`src/rtl/nmcu_pkg.sv`:
```
// -----------------------------------------------------------------------------
// nmcu_pkg
// Shared definitions for the NMCU memory-path arbiter and its siblings.
//   arb_state_e   : arbiter FSM states (IDLE, ISSUE, WAIT, RESP)
//   NMCU_NUM_REQ  : default number of memory masters
//   MST_*         : fixed requester indices (control unit, DMA, debug port)
// -----------------------------------------------------------------------------
package nmcu_pkg;

  typedef enum logic [1:0] {
    IDLE  = 2'd0,
    ISSUE = 2'd1,
    WAIT  = 2'd2,
    RESP  = 2'd3
  } arb_state_e;

  localparam int NMCU_NUM_REQ = 3;

  localparam int MST_CU  = 0;
  localparam int MST_DMA = 1;
  localparam int MST_DBG = 2;

endpackage

```
`src/rtl/nmcu_mem_arbiter_if.sv`:
```
// -----------------------------------------------------------------------------
// nmcu_mem_arbiter_if
// Bundles the requester-side and memory-side signals of the arbiter.
//   req_*   : per-master request handshake and payload ([NUM_REQ] arrays)
//   resp_*  : one-hot response pulse plus shared read data / error flag
//   mem_*   : single downstream valid/ready request and response channel
//   stray_rsp_o : sticky flag for responses arriving outside WAIT
// Modports: slave = arbiter view, master = masters + memory (environment) view.
// -----------------------------------------------------------------------------
interface nmcu_mem_arbiter_if #(
  parameter int NUM_REQ = 3,
  parameter int ADDR_W  = 32,
  parameter int DATA_W  = 32
);

  logic [NUM_REQ-1:0] req_valid_i;
  logic [NUM_REQ-1:0] req_ready_o;
  logic [NUM_REQ-1:0] req_we_i;
  logic [ADDR_W-1:0]  req_addr_i  [NUM_REQ];
  logic [DATA_W-1:0]  req_wdata_i [NUM_REQ];

  logic [NUM_REQ-1:0] resp_valid_o;
  logic [DATA_W-1:0]  resp_rdata_o;
  logic               resp_err_o;

  logic               mem_req_valid_o;
  logic               mem_req_ready_i;
  logic               mem_we_o;
  logic [ADDR_W-1:0]  mem_addr_o;
  logic [DATA_W-1:0]  mem_wdata_o;
  logic               mem_rsp_valid_i;
  logic [DATA_W-1:0]  mem_rsp_rdata_i;

  logic               stray_rsp_o;

  modport slave (
    input  req_valid_i, req_we_i, req_addr_i, req_wdata_i,
    input  mem_req_ready_i, mem_rsp_valid_i, mem_rsp_rdata_i,
    output req_ready_o, resp_valid_o, resp_rdata_o, resp_err_o,
    output mem_req_valid_o, mem_we_o, mem_addr_o, mem_wdata_o,
    output stray_rsp_o
  );

  modport master (
    output req_valid_i, req_we_i, req_addr_i, req_wdata_i,
    output mem_req_ready_i, mem_rsp_valid_i, mem_rsp_rdata_i,
    input  req_ready_o, resp_valid_o, resp_rdata_o, resp_err_o,
    input  mem_req_valid_o, mem_we_o, mem_addr_o, mem_wdata_o,
    input  stray_rsp_o
  );

endinterface

```
`src/rtl/nmcu_mem_arbiter_rr.sv`:
```
// -----------------------------------------------------------------------------
// rr_arbiter
// Pure combinational round-robin pick. The search starts at the requester
// after i_last and wraps, so the previous winner has lowest priority.
//   i_req   : request vector
//   i_last  : index of the previous winner
//   o_grant : one-hot winner (all zero when nothing requests)
//   o_idx   : binary winner index
//   o_any   : at least one request present
// -----------------------------------------------------------------------------
module rr_arbiter #(
  parameter  int N  = 3,
  localparam int IW = (N > 1) ? $clog2(N) : 1
) (
  input  logic [N-1:0]  i_req,
  input  logic [IW-1:0] i_last,
  output logic [N-1:0]  o_grant,
  output logic [IW-1:0] o_idx,
  output logic          o_any
);

  logic [IW-1:0] w_cand;

  always_comb begin
    // NOTE: every output gets a default before the search so no path leaves
    // a value unassigned, which would otherwise infer a latch.
    o_grant = '0;
    o_idx   = '0;
    o_any   = 1'b0;
    w_cand  = '0;
    for (int k = 1; k <= N; k++) begin
      w_cand = IW'((int'(i_last) + k) % N);
      if (!o_any && i_req[w_cand]) begin
        o_any           = 1'b1;
        o_idx           = w_cand;
        o_grant[w_cand] = 1'b1;
      end
    end
  end

endmodule

```
`src/rtl/nmcu_mem_arbiter.sv`:
```
// -----------------------------------------------------------------------------
// nmcu_mem_arbiter
// Shares the single NMCU memory path between NUM_REQ masters. One request is
// granted round-robin, issued downstream with valid/ready, and its response
// (or a timeout error) is returned to the originating master as a one-cycle
// pulse. Only one transaction is ever outstanding.
//   clk, rst_n : clock, asynchronous active-low reset
//   bus        : nmcu_mem_arbiter_if.slave (request, response, memory ports)
// -----------------------------------------------------------------------------
module nmcu_mem_arbiter
  import nmcu_pkg::*;
#(
  parameter int NUM_REQ     = NMCU_NUM_REQ,
  parameter int ADDR_W      = 32,
  parameter int DATA_W      = 32,
  parameter int TIMEOUT_CYC = 256
) (
  input  logic                 clk,
  input  logic                 rst_n,
  nmcu_mem_arbiter_if.slave    bus
);

  localparam int IW = $clog2(NUM_REQ);
  localparam int CW = $clog2(TIMEOUT_CYC);
  localparam logic [CW-1:0]      CNT_LAST = CW'(TIMEOUT_CYC - 1);
  localparam logic [NUM_REQ-1:0] ONE_HOT0 = NUM_REQ'(1);

  arb_state_e          r_state;
  logic [IW-1:0]       r_last;
  logic [IW-1:0]       r_grant;
  logic [CW-1:0]       r_cnt;
  logic                r_mem_req_valid;
  logic                r_mem_we;
  logic [ADDR_W-1:0]   r_mem_addr;
  logic [DATA_W-1:0]   r_mem_wdata;
  logic [NUM_REQ-1:0]  r_resp_valid;
  logic [DATA_W-1:0]   r_resp_rdata;
  logic                r_resp_err;
  logic                r_stray;

  logic [NUM_REQ-1:0]  w_grant_vec;
  logic [IW-1:0]       w_grant_idx;
  logic                w_grant_any;

  rr_arbiter #(.N(NUM_REQ)) u_rr (
    .i_req   (bus.req_valid_i),
    .i_last  (r_last),
    .o_grant (w_grant_vec),
    .o_idx   (w_grant_idx),
    .o_any   (w_grant_any)
  );

  // Ready is combinational so the winner sees it in the cycle it requests;
  // gated by rst_n so every output reads zero while reset is held.
  assign bus.req_ready_o     = (rst_n && r_state == IDLE) ? w_grant_vec : '0;

  assign bus.mem_req_valid_o = r_mem_req_valid;
  assign bus.mem_we_o        = r_mem_we;
  assign bus.mem_addr_o      = r_mem_addr;
  assign bus.mem_wdata_o     = r_mem_wdata;
  assign bus.resp_valid_o    = r_resp_valid;
  assign bus.resp_rdata_o    = r_resp_rdata;
  assign bus.resp_err_o      = r_resp_err;
  assign bus.stray_rsp_o     = r_stray;

  always_ff @(posedge clk or negedge rst_n) begin
    // NOTE: all state here is plain flops (no memory arrays), so every
    // register, payload included, is cleared by the asynchronous reset.
    if (!rst_n) begin
      r_state         <= IDLE;
      r_last          <= IW'(NUM_REQ - 1);
      r_grant         <= '0;
      r_cnt           <= '0;
      r_mem_req_valid <= 1'b0;
      r_mem_we        <= 1'b0;
      r_mem_addr      <= '0;
      r_mem_wdata     <= '0;
      r_resp_valid    <= '0;
      r_resp_rdata    <= '0;
      r_resp_err      <= 1'b0;
      r_stray         <= 1'b0;
    end else begin
      // NOTE: non-blocking assignments throughout, so every branch sees the
      // pre-edge register values regardless of statement order.
      if (bus.mem_rsp_valid_i && r_state != WAIT) begin
        r_stray <= 1'b1;
      end

      unique case (r_state)
        IDLE: begin
          if (w_grant_any) begin
            r_grant         <= w_grant_idx;
            r_last          <= w_grant_idx;
            r_mem_we        <= bus.req_we_i[w_grant_idx];
            r_mem_addr      <= bus.req_addr_i[w_grant_idx];
            r_mem_wdata     <= bus.req_wdata_i[w_grant_idx];
            r_mem_req_valid <= 1'b1;
            r_state         <= ISSUE;
          end
        end

        ISSUE: begin
          if (bus.mem_req_ready_i) begin
            r_mem_req_valid <= 1'b0;
            r_cnt           <= '0;
            r_state         <= WAIT;
          end
        end

        WAIT: begin
          // A real response wins over expiry in the same cycle.
          if (bus.mem_rsp_valid_i) begin
            r_resp_rdata <= bus.mem_rsp_rdata_i;
            r_resp_err   <= 1'b0;
            r_resp_valid <= ONE_HOT0 << r_grant;
            r_state      <= RESP;
          end else if (r_cnt == CNT_LAST) begin
            r_resp_rdata <= '0;
            r_resp_err   <= 1'b1;
            r_resp_valid <= ONE_HOT0 << r_grant;
            r_state      <= RESP;
          end else begin
            r_cnt <= r_cnt + 1'b1;
          end
        end

        RESP: begin
          r_resp_valid <= '0;
          r_state      <= IDLE;
        end

        default: r_state <= IDLE;
      endcase
    end
  end

endmodule
```
`src/flat_wrapper.sv`:
```
// flat-port wrapper written by rule: the top's interface ports become plain ports
module nmcu_mem_arbiter_flat import nmcu_pkg::*;
#(
  parameter int NUM_REQ     = NMCU_NUM_REQ,
  parameter int ADDR_W      = 32,
  parameter int DATA_W      = 32,
  parameter int TIMEOUT_CYC = 256
)
  (clk, rst_n, bus_req_valid_i, bus_req_we_i, bus_req_addr_i, bus_req_wdata_i, bus_mem_req_ready_i, bus_mem_rsp_valid_i, bus_mem_rsp_rdata_i, bus_req_ready_o, bus_resp_valid_o, bus_resp_rdata_o, bus_resp_err_o, bus_mem_req_valid_o, bus_mem_we_o, bus_mem_addr_o, bus_mem_wdata_o, bus_stray_rsp_o);
  nmcu_mem_arbiter_if #(.NUM_REQ(NUM_REQ), .ADDR_W(ADDR_W), .DATA_W(DATA_W)) bus_i ();
  input  logic clk;
  input  logic rst_n;
  input wire logic [$bits(bus_i.req_valid_i)-1:0] bus_req_valid_i;
  input wire logic [$bits(bus_i.req_we_i)-1:0] bus_req_we_i;
  input wire logic [$bits(bus_i.req_addr_i)-1:0] bus_req_addr_i;
  input wire logic [$bits(bus_i.req_wdata_i)-1:0] bus_req_wdata_i;
  input wire logic [$bits(bus_i.mem_req_ready_i)-1:0] bus_mem_req_ready_i;
  input wire logic [$bits(bus_i.mem_rsp_valid_i)-1:0] bus_mem_rsp_valid_i;
  input wire logic [$bits(bus_i.mem_rsp_rdata_i)-1:0] bus_mem_rsp_rdata_i;
  output wire logic [$bits(bus_i.req_ready_o)-1:0] bus_req_ready_o;
  output wire logic [$bits(bus_i.resp_valid_o)-1:0] bus_resp_valid_o;
  output wire logic [$bits(bus_i.resp_rdata_o)-1:0] bus_resp_rdata_o;
  output wire logic [$bits(bus_i.resp_err_o)-1:0] bus_resp_err_o;
  output wire logic [$bits(bus_i.mem_req_valid_o)-1:0] bus_mem_req_valid_o;
  output wire logic [$bits(bus_i.mem_we_o)-1:0] bus_mem_we_o;
  output wire logic [$bits(bus_i.mem_addr_o)-1:0] bus_mem_addr_o;
  output wire logic [$bits(bus_i.mem_wdata_o)-1:0] bus_mem_wdata_o;
  output wire logic [$bits(bus_i.stray_rsp_o)-1:0] bus_stray_rsp_o;
  assign bus_i.req_valid_i = bus_req_valid_i;
  assign bus_i.req_we_i = bus_req_we_i;
  assign bus_i.req_addr_i = {>>{bus_req_addr_i}};
  assign bus_i.req_wdata_i = {>>{bus_req_wdata_i}};
  assign bus_i.mem_req_ready_i = bus_mem_req_ready_i;
  assign bus_i.mem_rsp_valid_i = bus_mem_rsp_valid_i;
  assign bus_i.mem_rsp_rdata_i = bus_mem_rsp_rdata_i;
  assign bus_req_ready_o = bus_i.req_ready_o;
  assign bus_resp_valid_o = bus_i.resp_valid_o;
  assign bus_resp_rdata_o = bus_i.resp_rdata_o;
  assign bus_resp_err_o = bus_i.resp_err_o;
  assign bus_mem_req_valid_o = bus_i.mem_req_valid_o;
  assign bus_mem_we_o = bus_i.mem_we_o;
  assign bus_mem_addr_o = bus_i.mem_addr_o;
  assign bus_mem_wdata_o = bus_i.mem_wdata_o;
  assign bus_stray_rsp_o = bus_i.stray_rsp_o;
  nmcu_mem_arbiter #(.NUM_REQ(NUM_REQ), .ADDR_W(ADDR_W), .DATA_W(DATA_W), .TIMEOUT_CYC(TIMEOUT_CYC)) u_core (.clk(clk), .rst_n(rst_n), .bus(bus_i));
endmodule
```
`config.mk`:
```
export PLATFORM = sky130hd
export DESIGN_NAME = nmcu_mem_arbiter_flat
export DESIGN_NICKNAME = d
export VERILOG_FILES = /design/src/rtl/nmcu_pkg.sv /design/src/rtl/nmcu_mem_arbiter_if.sv /design/src/rtl/nmcu_mem_arbiter_rr.sv /design/src/rtl/nmcu_mem_arbiter.sv /design/src/flat_wrapper.sv
export SDC_FILE = /design/constraint.sdc
export NUM_CORES = 1
export LEC_CHECK = 0
export ABC_AREA = 1
export BUFFER_PORTS_ARGS = -buffer_cell sky130_fd_sc_hd__buf_2
export CAP_MARGIN = 20
export CORE_MARGIN = 2
export CORE_UTILIZATION = 43
export DETAILED_ROUTE_END_ITERATION = 8
export PLACE_DENSITY = 0.78
export REMOVE_ABC_BUFFERS = 1
export SKIP_CTS_REPAIR_TIMING = 1
export SYNTH_ARGS = -nofsm -noshare
export SYNTH_HDL_FRONTEND = slang
export SYNTH_SLANG_ARGS = --single-unit
```
`constraint.sdc`:
```
create_clock -name clk -period 2.1 [get_ports clk]
set_input_delay 0.525 -clock clk [delete_from_list [all_inputs] [get_ports clk]]
set_output_delay 0.525 -clock clk [all_outputs]
set_load 0.03 [all_outputs]
```
==> out/results.ini <==
[yosys]
async_reset_ff_frac = 1.00
synth_edf_count = 0
synth_warnings = 0
synth_top_area_frac = 0.404
ys_ff_latch = 116
postSynthAreaPerCell_um2 = 7.02
synth_top_area_cell = dfrtp_1
synth.distinct_cells = 30
syn-cell-area_mm2 = 0.00713
yosysSeqAreaShare = 0.407
synthCells = 1016
synthFlopType = dfrtp_1
synth_area_leaders = dfrtp_1 40%, nand2_1 13%, nor2_1 11%

[setup_path]
reg2reg_slack_ns = -0.26
crit_end = bus_req_ready_o[0]
cp.depth = 10
worstPathCellList = inv_2, ha_4, inv_4, nand3_2, nand2_4, nand2_4, nor2_4, a22oi_2, a21oi_1, buf_4
critical_path_required_ns = 1.57
worstPathArrival_ns = 2.14
cp-start-kind = flop
cp_max_fo = 7
slowest_stage = dfstp_2
path_buf_inv = 3
critical-path-max-stage-delay_ns = 0.58
crit_type = flop to primary output
reg2regPathDepth = 16
worstReg2RegEnd = u_core.bus.mem_wdata_o[10]$_DFFE_PN0P_
cp-end-kind = primary output
cpMostUsedCell = nand2_4
r2r_start = u_core.r_last[1]$_DFFE_PN1P_
crit_start = u_core.r_last[1]$_DFFE_PN1P_
cp_top_family = flip-flops

[global_routing]
grt_usage = 0.246
antenna_found_initial = 0
grt_pass1_wl_mm = 34.6
grt_pass1_vias = 7009
grt_overflow = 0
grt_max_degree = 117

[die]
initial_utilization = 0.435
die_h_um = 133
rows = 47
dieArea_mm2 = 0.0176
die_x_um = 133
io_pins = 340
coreArea_mm2 = 0.0164

[timing]
min_period_ns = 2.66
worstMarginPinSlew_ns = 0.693
clock_skew_ns = 0.0138
hold_ws_ns = 0.186
hold_viol = 0
timing.fmax_ghz = 0.376
fin_ws_ns = -0.562
finalCritPeriodShare = 1.27
setup_viol = 73
drv_slew = 0
rsz0062_at_grt = true
max_slew_margin = 0.538

[route]
wl_per_cell_um = 16.1
firstDrtPassIters = 5
drtIter0Drc = 571
drc = 0
vias_per_cell = 4.89
vias = 7967
routed_wl_mm = 26.2
final_antenna_net_count = 0

[hold_path]
min_path_type = input port to asynchronous set/reset pin

[power_and_ir_drop]
cellLeakagePower_nw = 5.98
total_power_w = 0.0229
irDropWorstVdd_mv = 1.37
power_per_cell_area_mw_per_mm2 = 2130

[outcome]
violations = negative setup slack
status = finished, violations left

[clock_network]
clk_latency_ns = 0.42
htree_levels = 4
cts_buffers = 17
cts.sinks = 116
cts_root_buf = clkbuf_16
cts.clk_slew.worst_paths_ns = 0.06
cts_tree = yes
cts_max_path_buffers = 2

[layout]
layout_commonest_cell = buf_2
drive_gt1_frac = 0.352
n_fill_cell = 1434
antenna_cells = 0
syn_to_final_growth_pct = 50.8
nets = 1640
mostFrequentLayoutCells = 335 x buf_2, 237 x nand2_1, 202 x nor2_1, 149 x inv_1, 115 x dfrtp_1

[job]
drv_cap = 0

[place]
port_buffers = 339
hpwlAfterDp_mm = 16.1
gp_congestion = 0.895

[flip-flops by register name, summed over array words and instances, names as in the netlist, 2 cells and up]
name                     cells
u_core.r_state               2
u_core.bus.mem_wdata_o      32
u_core.r_grant               2
u_core.r_cnt                 8
u_core.bus.resp_valid_o      3
u_core.bus.resp_rdata_o     32
u_core.bus.mem_addr_o       32
[metal layers]
layer | vias up | track usage | wire length [µm]
li1 | 3900 | - | -
met3 | 53 | 0.0651 | 2450
met5 | - | 0 | 0
met4 | 0 | 0.0639 | 643
met1 | 3616 | 0.287 | 9980
met2 | 398 | 0.445 | 13100
[kinds of logic (layout without fill, tap and decap cells)]
family | after synthesis | in the layout | share of synthesized area
compound gates | 59 | 59 | 0.0607
xor+xnor | 4 | 4 | 0.00491
fa+ha+maj | 10 | 10 | 0.0175
buf+inv | 214 | 607 | 0.129
flops | 116 | 116 | 0.407
simple gates | 613 | 613 | 0.381
[Yosys cell counts, types with 2 or more instances]
library cell,number
nand2_1,245
nor2_1,205
inv_1,150
dfrtp_1,115
nand3_1,84
nand3b_1,66
a22o_1,32
buf_2,22
buf_4,16
o21ai_0,12
clkbuf_1,10
ha_1,10
inv_2,7
a21oi_1,6
buf_1,5
buf_6,4
o31ai_1,4
xor2_1,4
nand4_1,3
nand2_4,2
nand3_2,2
nor2_2,2
nor2_4,2
o21ai_1,2
[report_power, final]
part / internal (W) / leakage, nW / switching, W
Clock: 0.00166 / 0.277 / 0.00116
Sequential: 0.00332 / 1.44 / 0.000566
Combinational: 0.00650 / 4.26 / 0.00970
[worst min-delay path by stage]
stage	endpoint	slack (ns)	depth (start not counted)
final	u_core.bus.mem_wdata_o[14]$_DFFE_PN0P_	0.19	2
after global routing	u_core.bus.resp_rdata_o[22]$_DFFE_PN0P_	0.25	2
after CTS	u_core.bus.mem_addr_o[8]$_DFFE_PN0P_	0.26	2
after detailed placement	u_core.bus.stray_rsp_o$_DFFE_PN0P_	0.46	1
after global placement	u_core.bus.stray_rsp_o$_DFFE_PN0P_	0.46	1
after floorplan	u_core.bus.mem_addr_o[0]$_DFFE_PN0P_	0.23	0
[through the flow]
| step | setup TNS (ns) | worst slack [ns] | util | instances | area [µm²] |
|---|---|---|---|---|---|
| after floorplan | -148.17 | -2.22 | - | 959 | 6800 |
| after global placement | -12.08 | -0.247 | 0.565 | 1561 | 9280 |
| after detailed placement | -11.86 | -0.247 | 0.565 | 1561 | 9280 |
| after CTS | -15.87 | -0.663 | 0.600 | 1593 | 9850 |
| after global routing | -24.07 | -0.646 | 0.656 | 1629 | 10800 |
| final | -15.27 | -0.562 | 0.656 | 1629 | 10800 |
[area by class of cell]
cell class              instances  area, µm²  share of cell area
clock buffers                  17        425              0.0396
clock inverters                15        145              0.0135
inverters                     157        594              0.0553
multi-input cells             686       3490               0.325
flip-flops and latches        116       2900               0.270
well taps                     220        275              0.0256
repair buffers                418       2920               0.271
(Power assumes the default switching activity.)
